--- src/rtl/ft_bus_sched.sv ---
// ft_bus_sched: arbitrates the half-duplex FTDI FT245-style synchronous FIFO
// bus between RX bursts (FTDI -> FPGA) and TX bursts (FPGA -> FTDI).
//
// Parameters:
//   BURST_MAX  - max bytes moved per grant (1..255)
//   TURNAROUND - idle cycles after every burst before the next grant (1..3)
// Ports:
//   clk, rst                - 60 MHz FTDI clock, synchronous active-high reset
//   ftdi_rde_n, ftdi_txe_n  - FTDI FIFO status (low = byte ready / room)
//   rx_room, tx_valid       - local RX buffer space, local TX byte available
//   ftdi_oe_n/rd_n/wr_n     - FTDI bus controls (active low)
//   ftdi_drive              - FPGA drives the shared data bus
//   rx_strobe, tx_pop       - capture RX byte / consume TX byte this cycle
//   busy, burst_cnt         - scheduler not idle, bytes moved in this burst

module ft_bus_sched #(
    parameter int BURST_MAX  = 64,
    parameter int TURNAROUND = 1
) (
    input  logic       clk,
    input  logic       rst,
    input  logic       ftdi_rde_n,
    input  logic       ftdi_txe_n,
    input  logic       rx_room,
    input  logic       tx_valid,
    output logic       ftdi_oe_n,
    output logic       ftdi_rd_n,
    output logic       ftdi_wr_n,
    output logic       ftdi_drive,
    output logic       rx_strobe,
    output logic       tx_pop,
    output logic       busy,
    output logic [7:0] burst_cnt
);

    typedef enum logic [2:0] {
        IDLE     = 3'd0,
        RX_OE    = 3'd1,
        RX_READ  = 3'd2,
        TX_WRITE = 3'd3,
        TURN     = 3'd4
    } state_t;

    localparam logic [7:0] CNT_MAX   = 8'(BURST_MAX);
    localparam logic [7:0] CNT_LAST  = 8'(BURST_MAX - 1);
    localparam logic [1:0] TURN_LAST = 2'(TURNAROUND - 1);

    state_t     state;
    state_t     state_d;
    logic [7:0] cnt_d;
    logic       fair;
    logic       fair_d;
    logic [1:0] turn_cnt;
    logic [1:0] turn_d;
    logic       rx_req;
    logic       tx_req;
    logic [7:0] cnt_inc;

    assign rx_req  = ~ftdi_rde_n & rx_room;
    assign tx_req  = ~ftdi_txe_n & tx_valid;
    assign busy    = (state != IDLE);
    assign cnt_inc = (burst_cnt == CNT_MAX) ? burst_cnt : burst_cnt + 8'd1;

    always_ff @(posedge clk) begin
        if (rst) begin
            state     <= IDLE;
            burst_cnt <= 8'd0;
            fair      <= 1'b0;
            turn_cnt  <= 2'd0;
        end else begin
            state     <= state_d;
            burst_cnt <= cnt_d;
            fair      <= fair_d;
            turn_cnt  <= turn_d;
        end
    end

    always_comb begin
        state_d    = state;
        cnt_d      = burst_cnt;
        fair_d     = fair;
        turn_d     = turn_cnt;
        ftdi_oe_n  = 1'b1;
        ftdi_rd_n  = 1'b1;
        ftdi_wr_n  = 1'b1;
        ftdi_drive = 1'b0;
        rx_strobe  = 1'b0;
        tx_pop     = 1'b0;

        case (state)
            IDLE: begin
                cnt_d  = 8'd0;
                turn_d = 2'd0;
                // A full RX burst hands the next grant to a waiting TX.
                if (tx_req && (fair || !rx_req)) begin
                    state_d = TX_WRITE;
                    fair_d  = 1'b0;
                end else if (rx_req) begin
                    state_d = RX_OE;
                    fair_d  = 1'b0;
                end
            end
            RX_OE: begin
                // FTDI needs OE one cycle before the first read.
                ftdi_oe_n = 1'b0;
                state_d   = RX_READ;
            end
            RX_READ: begin
                ftdi_oe_n = 1'b0;
                ftdi_rd_n = ~rx_req;
                rx_strobe = rx_req;
                if (!rx_req) begin
                    state_d = TURN;
                end else begin
                    cnt_d = cnt_inc;
                    if (burst_cnt == CNT_LAST) begin
                        state_d = TURN;
                        fair_d  = 1'b1;
                    end
                end
            end
            TX_WRITE: begin
                ftdi_drive = 1'b1;
                ftdi_wr_n  = ~tx_req;
                tx_pop     = tx_req;
                if (!tx_req) begin
                    state_d = TURN;
                end else begin
                    cnt_d = cnt_inc;
                    if (burst_cnt == CNT_LAST) begin
                        state_d = TURN;
                    end
                end
            end
            TURN: begin
                if (turn_cnt == TURN_LAST) begin
                    state_d = IDLE;
                    cnt_d   = 8'd0;
                    turn_d  = 2'd0;
                end else begin
                    turn_d = turn_cnt + 2'd1;
                end
            end
            default: begin
                state_d = IDLE;
                cnt_d   = 8'd0;
                turn_d  = 2'd0;
            end
        endcase

        // Keep the bus quiet while reset is held, whatever the state.
        if (rst) begin
            ftdi_oe_n  = 1'b1;
            ftdi_rd_n  = 1'b1;
            ftdi_wr_n  = 1'b1;
            ftdi_drive = 1'b0;
            rx_strobe  = 1'b0;
            tx_pop     = 1'b0;
        end
    end

endmodule

--- config.mk ---
export PLATFORM = sky130hd
export DESIGN_NAME = ft_bus_sched
export DESIGN_NICKNAME = d
export VERILOG_FILES = /design/src/rtl/ft_bus_sched.sv
export SDC_FILE = /design/constraint.sdc
export NUM_CORES = 1
export LEC_CHECK = 0
export CAP_MARGIN = 20
export CORE_ASPECT_RATIO = 1.75
export CORE_UTILIZATION = 40
export DETAILED_ROUTE_END_ITERATION = 16
export PLACE_DENSITY = 0.62
export SLEW_MARGIN = 40
export SYNTH_ARGS = -nofsm -noshare
export SYNTH_HDL_FRONTEND = slang
export SYNTH_SLANG_ARGS = --single-unit
--- constraint.sdc ---
create_clock -name clk -period 3.1 [get_ports clk]
set_clock_uncertainty 0.2 [all_clocks]
set_input_delay 0.62 -clock clk [delete_from_list [all_inputs] [get_ports clk]]
set_output_delay 0.62 -clock clk [all_outputs]
set_load 0.01 [all_outputs]
# ---- Word-level counts from Yosys, hierarchy flattened
# Cells that the tools add are included.
dict set report word_totals {
  in_bits 6
  reg_bits 14
  elab_cells 67
}
dict set report classes {
  bitwise_logic 7
  muxes 31
  addsub 2
  n_eq_ne 11
  n_reduce_logical 12
}
# operator count
set op_table {}
lappend op_table {{$mux 8} 4}
lappend op_table {{$pmux 8 s4} 1}
lappend op_table {{$mux 3} 6}
lappend op_table {{$mux 1} 16}
lappend op_table {{$pmux 3 s5} 1}
lappend op_table {{$add 8x1->8 const B} 1}
lappend op_table {{$eq 8x6->1 const B} 1}
lappend op_table {{$eq 8x7->1 const B} 1}
lappend op_table {{$ne 2x2->1 const B} 4}
lappend op_table {{$reduce_and 4->1} 2}
lappend op_table {{$eq 3x2->1 const B} 2}
lappend op_table {{$not 1->1} 5}
lappend op_table {{$pmux 2 s2} 1}
lappend op_table {{$eq 3x1->1 const B} 1}
lappend op_table {{$eq 3x3->1 const B} 1}
lappend op_table {{$logic_not 3->1} 1}
lappend op_table {{$ne 3x3->1 const B} 1}
lappend op_table {{$reduce_bool 3->1} 1}
lappend op_table {{$reduce_or 3->1} 1}
lappend op_table {{$add 2x1->2 const B} 1}
lappend op_table {{$and 1x1->1} 2}
lappend op_table {{$logic_not 2->1} 1}
lappend op_table {{$mux 2} 1}
lappend op_table {{$pmux 1 s2} 1}
lappend op_table {{other kinds (6)} 6}

# ---- Longest topological paths before layout
dict set report depth {
  depth_word 7
  depth_mapped 6
}

# ---- Worst setup path after synthesis
# Ideal clock, no wire load.
dict set report synth_timing {
  path_kind {input to output}
  startpoint {in ftdi_rde_n}
  endpoint {out rx_strobe}
  n_path_buf 0
  path_slack_ns 0.951
  path_stages 3
  t_arrival_ns 1.329
  t_required_ns 2.280
  path_cell_list {nand2b_1 > or4_1 > inv_2}
}
dict set report synth_between {
  elab_chain_len 4
}
# element line_no
set synth_lines {}
lappend synth_lines {{start: declaration} 22} ;# input logic ftdi_rde_n,
lappend synth_lines {{$not 1->1} 59} ;# assign rx_req = ~ftdi_rde_n & rx_room;
lappend synth_lines {{$and 1x1->1} 59}
lappend synth_lines {{$mux 1} 90} ;# case (state)
lappend synth_lines {{$mux 1} 152} ;# if (rst) begin
lappend synth_lines {{end: declaration} 30} ;# output logic rx_strobe,
# No other way between the ends.

# ---- Worst setup path in the final report
dict set report layout_timing {
  startpoint {in rst}
  endpoint {out rx_strobe}
}
dict set report layout_between {
  elab_chain_len 1
}
# element line_no
set layout_lines {}
lappend layout_lines {{start: declaration} 21} ;# input logic rst,
lappend layout_lines {{$mux 1} 152}
# No other way between the ends.

==> impl_metrics.env <==
export IMPL_status="finished clean"
export IMPL_setup_viol=0
export IMPL_path_class="in -> out"
export IMPL_placed_area_sq_mm=0.001295
export IMPL_critPathTopFamily="buffers and inverters"
export IMPL_placed_cells=167
export IMPL_initial_core_util_pct=43.06
export IMPL_design_core_area_sq_mm=0.002522
export IMPL_utilization_pct=53.52
export IMPL_finalCritPeriodShare_pct=98.58
export IMPL_fmax_mhz=327.2
export IMPL_powerDensity_mw_per_mm2=386.2
export IMPL_post_cts_resized=0
export IMPL_yosys_warnings=0
export IMPL_viasPerCell=5.754
export IMPL_layoutNonFillerInstCount=171
export IMPL_path_common_cell="clkdlybuf4s50_1"
export IMPL_yosysTopAreaCellShare_pct=25.81
export IMPL_insertion_delay_ps=240
export IMPL_numCtsBuffers=3
export IMPL_ios=21
export IMPL_fin_ws_ps=44.02
export IMPL_synth_area_leaders="dfxtp_1, ha_1, nand2b_1"
export IMPL_hold_viol=0
export IMPL_cts_hold_buf=0
export IMPL_drv_cap=0
export IMPL_die_area_sq_mm=0.002936
export IMPL_die_h_um=70.93
export IMPL_postSynthNetCount=132
export IMPL_drt_iter0_drc=34
export IMPL_yosys_top_cells_count="dfxtp_1, inv_1, nand2_1, nand2b_1, nor2_1"
export IMPL_slowest_delay_ps=570
export IMPL_port_buffers=20
export IMPL_crit_chain="clkdlybuf4s50_1 > or4_1 > inv_2 > clkdlybuf4s50_1"
export IMPL_num_rows=24
export IMPL_critPathMaxFanout=4
export IMPL_cts_sinks=14
export IMPL_antenna_cells=0
export IMPL_drt_wl_total_um=2528
export IMPL_grt_pass1_vias=907
export IMPL_grt_antenna_before_repair=0
export IMPL_seq_area_frac_synth_pct=25.81
export IMPL_ys_types=51
export IMPL_ys_async_sr_fraction_pct=0
export IMPL_final_area_sq_mm=0.001350
export IMPL_fp_dieW_um=41.39
export IMPL_ir_worst_vdd_mv=0.2535
export IMPL_clk_pin_slew_ps=60
export IMPL_relSlewSlack_pct=68.73
export IMPL_htreeDepth=1
export IMPL_routedWlPerCell_um=14.78
export IMPL_clockBufferDepth=2
export IMPL_clockRootBuffer="clkbuf_8"
export IMPL_slew_violations=0
export IMPL_cp_start_kind="input port"
export IMPL_place_congestion=0.7642
export IMPL_preCtsSetupSlack_ps=60.63
export IMPL_leakagePower_nw=0.4451
export IMPL_cts_setup_buffers=0
export IMPL_place_hpwl_um=1956
export IMPL_rsz0062_at_grt="yes"
export IMPL_grt_overflow=0
export IMPL_finalPower_mw=0.5214
export IMPL_cp_arrival_ps=2240
export IMPL_cp_end_kind="output port"
export IMPL_synth_most_common_cell="dfxtp_1"
export IMPL_hold_class="reg -> reg"
export IMPL_n_fill_cell=254
export IMPL_grt_util_all_layers_pct=19.86
export IMPL_grt_max_degree=14
export IMPL_avgSynthCellArea_sq_um=8.902
export IMPL_critPathBufInv=3
export IMPL_ant_nets=0
export IMPL_worstPathRequired_ps=2280
export IMPL_grt_pass1_wl_um=4146
export IMPL_fin_crit_ps=3056
export IMPL_drive_above_1_share_pct=19.31
export IMPL_cp_slowest_cell="or4_1"
export IMPL_cts_tree="yes"
export IMPL_postSynthCellCount=122
export IMPL_route_detailed_drc=0
export IMPL_dr_pass1_iters=4
export IMPL_num_nets_final=156
export IMPL_synthFlopType="dfxtp_1"
export IMPL_synth_edf_count=0
export IMPL_synthToLayoutAreaGrowth_pct=24.31
export IMPL_tightest_slew_ps=467.9
export IMPL_synth_top_area_cell="dfxtp_1"
export IMPL_via_count=984
export IMPL_synth_seq_cells=14
export IMPL_syn_cell_area_sq_mm=0.001086
## layout by cell type (no fill, tap or decap), types with 2 or more instances in the layout
cell and instances:
a211oi_1 3, a21oi_1 4, a221oi_1 2, and2b_4 2, buf_4 6, clkbuf_8 4
clkdlybuf4s50_1 20, dfxtp_1 14, ha_1 4, inv_1 8, inv_2 2, mux2i_1 4
nand2_1 7, nand2b_1 7, nand3_1 5, nand3b_1 2, nor2_1 6, nor3_1 4
o21a_1 2, o21ai_0 4, o32ai_1 3, or2b_1 2, or3_1 3
## cells by family after synthesis
| family | after synthesis | share of synthesized area [%] |
|---|---|---|
| AO/OA/AOI/OAI | 31 | 24.08 |
| adder cells (fa/ha/maj) | 4 | 4.608 |
| AND/OR/NAND/NOR | 50 | 29.84 |
| buffers and inverters | 17 | 9.792 |
| XOR/XNOR | 1 | 0.8066 |
| flip-flops | 14 | 25.81 |
| multiplexers | 5 | 5.069 |
## worst min-delay path, cell delays in order, from the launching register on
cell     delay, ps
dfxtp_1        310
nand2_1         50
a21oi_1         50
## report_power, final
group | switching (mW) | leakage [nW] | internal [mW] | total [mW]
sequential | 0.00698 | 0.113 | 0.186 | 0.193
combinational | 0.0762 | 0.303 | 0.0703 | 0.147
clock | 0.0698 | 0.0288 | 0.112 | 0.182
total | 0.153 | 0.445 | 0.368 | 0.521
## per-layer routing
layer | global-route usage [%] | wire [um] | up-vias | part of all wire (%)
met5 | 0 | 0 | - | 0
met2 | 33.33 | 1383 | 12 | 55
met4 | 6.810 | 22 | 0 | 0.87
met1 | 24.17 | 1081 | 478 | 43
met3 | 2.821 | 41 | 2 | 1.6
li1 | - | - | 492 | -
## registers in the layout, indices dropped and copies added (netlist names)
register / count
burst_cnt: 8
fair: 1
state: 3
turn_cnt: 2
## through the flow
step / hold WS, ps / TNS [ps]
finish: 261.0 / 0
global route: 274.5 / -21.91
CTS: 260.3 / 0
detailed placement: 251.4 / 0
global placement: 238.5 / 0
floorplan: 229.0 / 0
## final cells by class
| cell class | instances | area (sq um) | share of cell area [%] |
|---|---|---|---|
| clock buffer | 4 | 55.05 | 4.078 |
| inverter | 10 | 37.54 | 2.780 |
| multi-input combinational | 91 | 699.4 | 51.81 |
| sequential | 14 | 280.3 | 20.76 |
| tap | 26 | 32.53 | 2.410 |
| timing repair buffer | 26 | 245.2 | 18.17 |
## final timing paths
kind,slack (ps),start,cells past startpoint,end
max,40,rst,4,rx_strobe
min,260,turn_cnt[0],2,turn_cnt[0]
max reg2reg,1100,burst_cnt[0],6,burst_cnt[7]
min reg2reg,260,turn_cnt[0],2,turn_cnt[0]
Power figures use the tool's default switching activity.
